[src/rtl/scc_pkg.sv]
// Shared constants for the instruction sequencer: FSM state encodings,
// special instruction words and instruction field positions.
package scc_pkg;

  localparam logic [2:0] S_IDLE  = 3'd0;
  localparam logic [2:0] S_FETCH = 3'd1;
  localparam logic [2:0] S_WAIT  = 3'd2;
  localparam logic [2:0] S_EXEC  = 3'd3;
  localparam logic [2:0] S_WB    = 3'd4;
  localparam logic [2:0] S_HALT  = 3'd5;

  localparam logic [31:0] HALT_WORD = 32'hFFFF_FFFF;
  localparam logic [31:0] NOP_WORD  = 32'h0000_0000;

  localparam int OP_MSB  = 31;
  localparam int OP_LSB  = 25;
  localparam int RD_MSB  = 24;
  localparam int RD_LSB  = 22;
  localparam int RN_MSB  = 21;
  localparam int RN_LSB  = 19;
  localparam int RM_MSB  = 18;
  localparam int RM_LSB  = 16;
  localparam int IMM_MSB = 15;
  localparam int IMM_LSB = 0;

  function automatic logic [6:0] instr_op(input logic [31:0] word);
    return word[OP_MSB:OP_LSB];
  endfunction

endpackage

[src/rtl/seq_pc_counter.sv]
// Word-addressed program counter: load to RESET_PC, increment with
// natural wrap-around, or hold.
module seq_pc_counter #(
  parameter int              PC_W     = 8,
  parameter logic [PC_W-1:0] RESET_PC = '0
) (
  input  logic            clk,
  input  logic            rst,
  input  logic            load,
  input  logic            inc,
  output logic [PC_W-1:0] pc
);

  always_ff @(posedge clk or posedge rst) begin
    if (rst) begin
      pc <= RESET_PC;
    end else if (load) begin
      pc <= RESET_PC;
    end else if (inc) begin
      pc <= pc + PC_W'(1);
    end
  end

endmodule

[src/rtl/instr_sequencer.sv]
// Multi-cycle fetch/execute/writeback controller in front of the ID -> Reg_File -> EXE
// datapath; holds each fetched word stable and commits it exactly once.
module instr_sequencer #(
  parameter int              PC_W      = 8,
  parameter logic [PC_W-1:0] RESET_PC  = '0,
  parameter logic [31:0]     HALT_WORD = scc_pkg::HALT_WORD
) (
  input  logic            clk,
  input  logic            rst,
  input  logic            start,
  output logic            imem_req,
  output logic [PC_W-1:0] imem_addr,
  input  logic            imem_valid,
  input  logic [31:0]     imem_rdata,
  output logic [31:0]     instruction,
  input  logic            id_write_enable,
  output logic            rf_write_enable,
  output logic [PC_W-1:0] pc,
  output logic            busy,
  output logic            halted,
  output logic [31:0]     instr_count,
  output logic [2:0]      state
);
  import scc_pkg::*;

  // Memory handshake: imem_req stays high from S_FETCH through S_WAIT; a word
  // is accepted only on a cycle where state==S_WAIT and imem_valid==1.
  logic start_ok;
  logic pc_load;
  logic pc_inc;

  assign start_ok = start && (state == S_IDLE || state == S_HALT);
  assign pc_load  = start_ok;
  assign pc_inc   = (state == S_WB);

  seq_pc_counter #(
    .PC_W     (PC_W),
    .RESET_PC (RESET_PC)
  ) u_pc (
    .clk  (clk),
    .rst  (rst),
    .load (pc_load),
    .inc  (pc_inc),
    .pc   (pc)
  );

  always_ff @(posedge clk or posedge rst) begin
    if (rst) begin
      state       <= S_IDLE;
      instruction <= NOP_WORD;
      instr_count <= 32'd0;
    end else begin
      case (state)
        S_IDLE, S_HALT: begin
          if (start) begin
            state       <= S_FETCH;
            instr_count <= 32'd0;
          end
        end
        S_FETCH: state <= S_WAIT;
        S_WAIT: begin
          if (imem_valid) begin
            instruction <= imem_rdata;
            state       <= S_EXEC;
          end
        end
        // The halt word is neither written back nor counted as retired.
        S_EXEC: state <= (instruction == HALT_WORD) ? S_HALT : S_WB;
        S_WB: begin
          instr_count <= instr_count + 32'd1;
          state       <= S_FETCH;
        end
        default: state <= S_IDLE;
      endcase
    end
  end

  assign imem_req        = (state == S_FETCH) || (state == S_WAIT);
  assign imem_addr       = pc;
  assign rf_write_enable = id_write_enable && (state == S_WB);
  assign busy            = (state == S_FETCH) || (state == S_WAIT) ||
                           (state == S_EXEC)  || (state == S_WB);
  assign halted          = (state == S_HALT);

endmodule

[config.mk]
export PLATFORM = sky130hd
export DESIGN_NAME = instr_sequencer
export DESIGN_NICKNAME = d
export VERILOG_FILES = /design/src/rtl/scc_pkg.sv /design/src/rtl/seq_pc_counter.sv /design/src/rtl/instr_sequencer.sv
export SDC_FILE = /design/constraint.sdc
export NUM_CORES = 1
export LEC_CHECK = 0
export CAP_MARGIN = 40
export CORE_ASPECT_RATIO = 0.75
export CORE_MARGIN = 4
export CORE_UTILIZATION = 33
export CTS_CLUSTER_DIAMETER = 200
export DETAILED_ROUTE_END_ITERATION = 8
export GPL_TIMING_DRIVEN = 0
export PLACE_DENSITY = 0.7
export SYNTH_ARGS = -nofsm -noshare
export SYNTH_HDL_FRONTEND = slang
export SYNTH_HIERARCHICAL = 1
export SYNTH_SLANG_ARGS = --single-unit
[constraint.sdc]
create_clock -name clk -period 1.95 [get_ports clk]
set_input_delay 0.39 -clock clk [delete_from_list [all_inputs] [get_ports clk]]
set_output_delay 0.39 -clock clk [all_outputs]
set_load 0.01 [all_outputs]
---- Word-level counts from Yosys, hierarchy flattened ----
Cells that the tools add are included.
storage, ports and cells
  output and inout port bits .............. 87
  register bits after elaboration ......... 75
  logic and storage cells ................. 35
  input bits .............................. 37
operators by class
  muxes and demuxes ....................... 8
  eq/ne operators ......................... 8
  reduce and logical (&&, ||, !) cells .... 13
  add/subtract/negate cells ............... 2
operator list
  cell                                                                    count
  32-bit case mux with 2 select lines                                     1
  32-bit by 1-bit adder with 32-bit output (second input constant)        1
  32-bit equality test (second input constant)                            1
  32-bit 2-to-1 mux                                                       1
  8-bit 2-to-1 mux                                                        2
  3-bit case mux with 5 select lines                                      1
  8-bit by 1-bit adder with 8-bit output (second input constant)          1
  3-bit by 2-bit equality test with 1-bit output (second input constant)  2
  3-bit equality test (second input constant)                             2
  3-bit 2-to-1 mux                                                        2
  2-bit AND reduction                                                     3
  1-bit logical OR                                                        4
  2-bit != test (second input constant)                                   2
  2-bit nonzero test                                                      2
  3-bit by 1-bit equality test with 1-bit output (second input constant)  1
  3-bit zero test                                                         1
  1-bit logical AND                                                       2
  2-bit OR reduction                                                      1
  1-bit 2-to-1 mux                                                        1

---- Depth between registers and ports, before layout ----
  depth after elaboration ................. 4
  gate-level depth with buffers ........... 8
  gate-level depth less buffers ........... 6

---- Cells and area by module ----
Netlist, hierarchy kept.
modules (own cells, without submodules)
  module           seq. area each (um^2)  area an instance (um^2)  instances  cells an instance
  instr_sequencer  1676.6                 3183.1                   1          279
  seq_pc_counter   200.2                  400.4                    1          38

---- Least setup slack after synthesis ----
Ideal clock, no wire load.
  path type ............................... register -> register
  start ................................... register state[0]
  end ..................................... register u_pc.pc[5]
  arrival time ............................ 1.980 ns
  setup slack ............................. -0.107 ns
  required time ........................... 1.873 ns
  buffers on the path ..................... 3
  period minus slack after synthesis ...... 2.057 ns
  stages on the path, launching flop included .. 9
  library setup time ...................... 0.077 ns
  path through ............................ dfrtp_1 > buf_6 > or3b_1 > buf_6 > inv_2 > buf_4 > o2111ai_4 > or3_1 > a21oi_1
on the way
  elaborated cells on any way between the ends .. 7
  those cells by class .................... 2 x eq/ne; 1 x mux; 4 x reduce/logical
RTL lines
  item                          line                   RTL
  start, declared               instr_sequencer.sv:22  output logic [2:0] state
  start signal, assigned        instr_sequencer.sv:68  S_EXEC: state <= (instruction == HALT_WORD) ? S_HALT : S_WB;
  3-bit equality test           instr_sequencer.sv:34  assign pc_inc = (state == S_WB);
  named net pc_inc              instr_sequencer.sv:30  logic pc_inc;
  2-bit nonzero test (no line)  n/a
  end signal, assigned          seq_pc_counter.sv:20   pc <= pc + PC_W'(1);
  end, declared                 seq_pc_counter.sv:11   output logic [PC_W-1:0] pc
The timed path passes the listed nets, and every way through them passes these cells.
A chain may end at the register's enable or synchronous reset.

---- Worst setup path in the final report ----
  start ................................... register state[1]
  end ..................................... register instr_count[11]
on the way
  word-level cells in the longest chain between the ends .. 4
  elaborated cells on any way between the ends .. 8
  those cells by class .................... 3 x eq/ne; 1 x mux; 4 x reduce/logical
ends and longest elaborated chain
  item                                                                  line                   RTL
  3-bit equality test / 3-bit zero test (equally long branches)         instr_sequencer.sv:53  case (state)
  2-bit OR reduction                                                    instr_sequencer.sv:53
  2-bit != test (no line) / 2-bit nonzero test (equally long branches)  n/a
  2-bit AND reduction (no line)                                         n/a
  end signal, assigned                                                  instr_sequencer.sv:70  instr_count <= instr_count + 32'd1;
  end, declared                                                         instr_sequencer.sv:21  output logic [31:0] instr_count,
Several ways; a longest one is shown, not always the timed one.

==> out/metrics.cfg <==
[die]
start_util_pct = 34.3
die_y_um = 98.2
die_area_um2 = 12600
fp.dieW_um = 128
ioPinCount = 124
rows = 32
core_um2 = 10500

[layout]
layout-drive-gt1-share_pct = 27.3
fin_nets = 525
design_area_um2 = 5820
syn2layout_area_growth_pct = 62.4
final_cells = 626
antenna-diode-count = 0

[worst_setup_path]
start_kind = flip-flop
r2r_cells = 6
crit_required_ns = 2.21
cp.arrival_ns = 2.26
regToRegStartpoint = state[1]
critPathCaptureType = flip-flop
rrSetupSlack_ns = -0.05
cp_max_fo = 6
reg2reg_to = instr_count[11]
crit_type = reg2reg

[run]
maxCapViolations = 0

[sta]
tns_ns = -0.154
grt_setup_unrepaired = yes
fin_crit_ns = 2.00
clock.fmax_mhz = 500
hold_violations = 0
slew_viol_final = 0
maxSlewHeadroom_pct = 66.6
max_slew.worst_pin.slew_ns = 0.501
fin_ws_ns = -0.0483
finalSetupViolCount = 6
fin_crit_sh_pct = 102
fin_skew_ns = 0.00753

[logic_synthesis]
mappedNetlistArea_um2 = 3580
ys_warn_count = 6
yosys_most_used_dff = dfrtp_1
synth_seq_cells = 75
yosysSeqAreaShare_pct = 52.4
synth.distinct_cells = 42
syn_area_per_cell_um2 = 11.3
synthArstFlopShare_pct = 100
synth_fp_nets = 356
synth_edf_count = 0
syn_inst = 317

[detailed_routing]
routedWlPerCell_um = 16.1
ant_nets = 0
via_count = 3161
dr.first_iter.drc_count = 281
vias_per_cell = 5.05
drc_errors = 0
drt_wl_total_um = 10100
drtPass1Iterations = 4

[global_routing]
grt_first_pass_wirelength_um = 16400
antenna_found_initial = 0
grt_max_degree = 28
grt_pass1_vias = 3158
overflow = 0
grt.total_usage_pct = 16.3

[placed_design]
place_inst = 579
placed_cell_area_um2 = 5050
gp_congestion = 0.786
place_ws_ns = -0.650
place_hpwl_um = 7020
io_buffers = 123

[pwr]
swShare_pct = 31.1
pwr-share-seq_pct = 32.7
ir_drop_v = 0.000782
intPower_mw = 4.88
p_switching_mw = 2.20
p_leak_nw = 2.55
pwr-share-clk_pct = 24.9
p_per_area_nw_per_um2 = 1220
comb_power_share_pct = 42.4
finalPower_mw = 7.08

[clock_tree]
cts_made_buffers = 9
h-tree-depth = 3
clkSlewWorstSetupHoldPaths_ns = 0.06
cts_tree = built
cts_hold_buf = 0
cts_buffer_depth = 2
clk_latency_ns = 0.34
cts_sinks = 75
cts_root_buffer = clkbuf_16

[worst_hold_path]
hp-class = in2async

[outcome]
violations = negative setup slack
status = complete, but fails checks

==> critical path: stages (launching register included) <==
cell and delay, ns:
dfrtp_1 0.38, buf_6 0.13, or3b_4 0.45, buf_6 0.14
or3_4 0.34, or3_4 0.37, a21oi_2 0.11
==> synthesized netlist by cell type, types with 4 or more instances <==
cell	number	area (um2)
dfrtp_1	75	1880
mux2_2	32	360
nand2_1	31	116
nand4_1	21	131
mux2i_1	19	190
nand3_1	19	95.1
nor2_1	14	52.6
o21ai_0	13	65.1
buf_4	11	82.6
a21oi_1	6	30.0
inv_1	6	22.5
xor2_1	6	52.6
nor4_1	5	31.3
xnor2_1	5	43.8
and2_1	4	25.0
and3_1	4	25.0
and4_1	4	35.0
buf_2	4	20.0
nor3_1	4	20.0
or3_1	4	25.0
==> power groups by stage <==
stage / clock network [mW] / logic [mW] / registers [mW]
6_report: 1.76 / 3.00 / 2.32
5_1_grt: 1.87 / 3.23 / 2.39
4_1_cts: 1.80 / 2.77 / 2.32
3_5_place_dp: 0 / 2.56 / 2.35
3_3_place_gp: 0 / 2.50 / 2.33
2_1_floorplan: 0 / 1.06 / 2.48
==> worst max path at each step <==
stage	from	endpoint	slack, ns
floorplan	state[1]	u_pc/pc[5]	-0.03
global placement	start	u_pc/pc[7]	-0.64
detailed placement	start	u_pc/pc[7]	-0.65
CTS	state[0]	instr_count[11]	-0.11
global route	state[2]	u_pc/pc[5]	-0.12
finish	state[1]	instr_count[11]	-0.05
==> through the flow <==
step / utilization [%] / hold WS (ns)
after global placement: 47.9 / 0.471
after CTS: 53.6 / 0.391
after detailed placement: 48.3 / 0.472
after global routing: 55.7 / 0.426
after floorplan: - / 0.206
final: 55.7 / 0.389
==> sequential cells by signal, summed over array words and instances (netlist names) <==
signal,cells
u_pc/pc,8
state,3
instruction,32
instr_count,32
==> routing by layer <==
| layer | wire [um] | GRT usage, % | part of all wire [%] |
|---|---|---|---|
| met5 | 0 | 0 | 0 |
| met4 | 120 | 4.24 | 1.2 |
| met3 | 1030 | 7.27 | 10 |
| met2 | 4640 | 24.2 | 46 |
| met1 | 4300 | 21.7 | 43 |
==> layout by cell type, fill, tap and decap left out, types with 3 or more instances in the layout <==
master / instances
a21oi_2: 4
and2_1: 3
and3_1: 4
buf_4: 39
buf_6: 9
clkbuf_1: 5
clkbuf_16: 9
clkdlybuf4s50_1: 119
dfrtp_1: 74
inv_1: 4
mux2_2: 32
mux2i_1: 19
nand2_1: 30
nand3_1: 18
nand4_1: 21
nor2_1: 14
nor3_1: 4
nor4_4: 4
o21ai_0: 10
or3_4: 3
xnor2_1: 3
xor2_1: 6
==> kinds of logic after synthesis <==
group,Yosys count,share of synthesized area (%)
buf+inv,27,4.54
fa+ha+maj,2,0.698
xor+xnor,11,2.69
simple gates,120,18.5
compound gates,31,5.83
flops,75,52.4
mux,51,15.4
==> layout make-up <==
type,instances,area (um2)
tap,136,170
clock buffer,13,250
inverter,7,42.5
clock inverter,2,60.1
buffer,18,146
sequential,75,1880
fill,860,4630
timing repair buffer,159,1540
multi-input combinational,216,1740
==> repair_timing <==
item | in CTS | in global routing
pin swaps | 16 | 12
setup buffers | 18 | 15
setup endpoints to repair | 58 | 46
gates resized for setup | 34 | 33
cloned | 1 | 1
No activity file was read; power rests on OpenSTA's default activity.
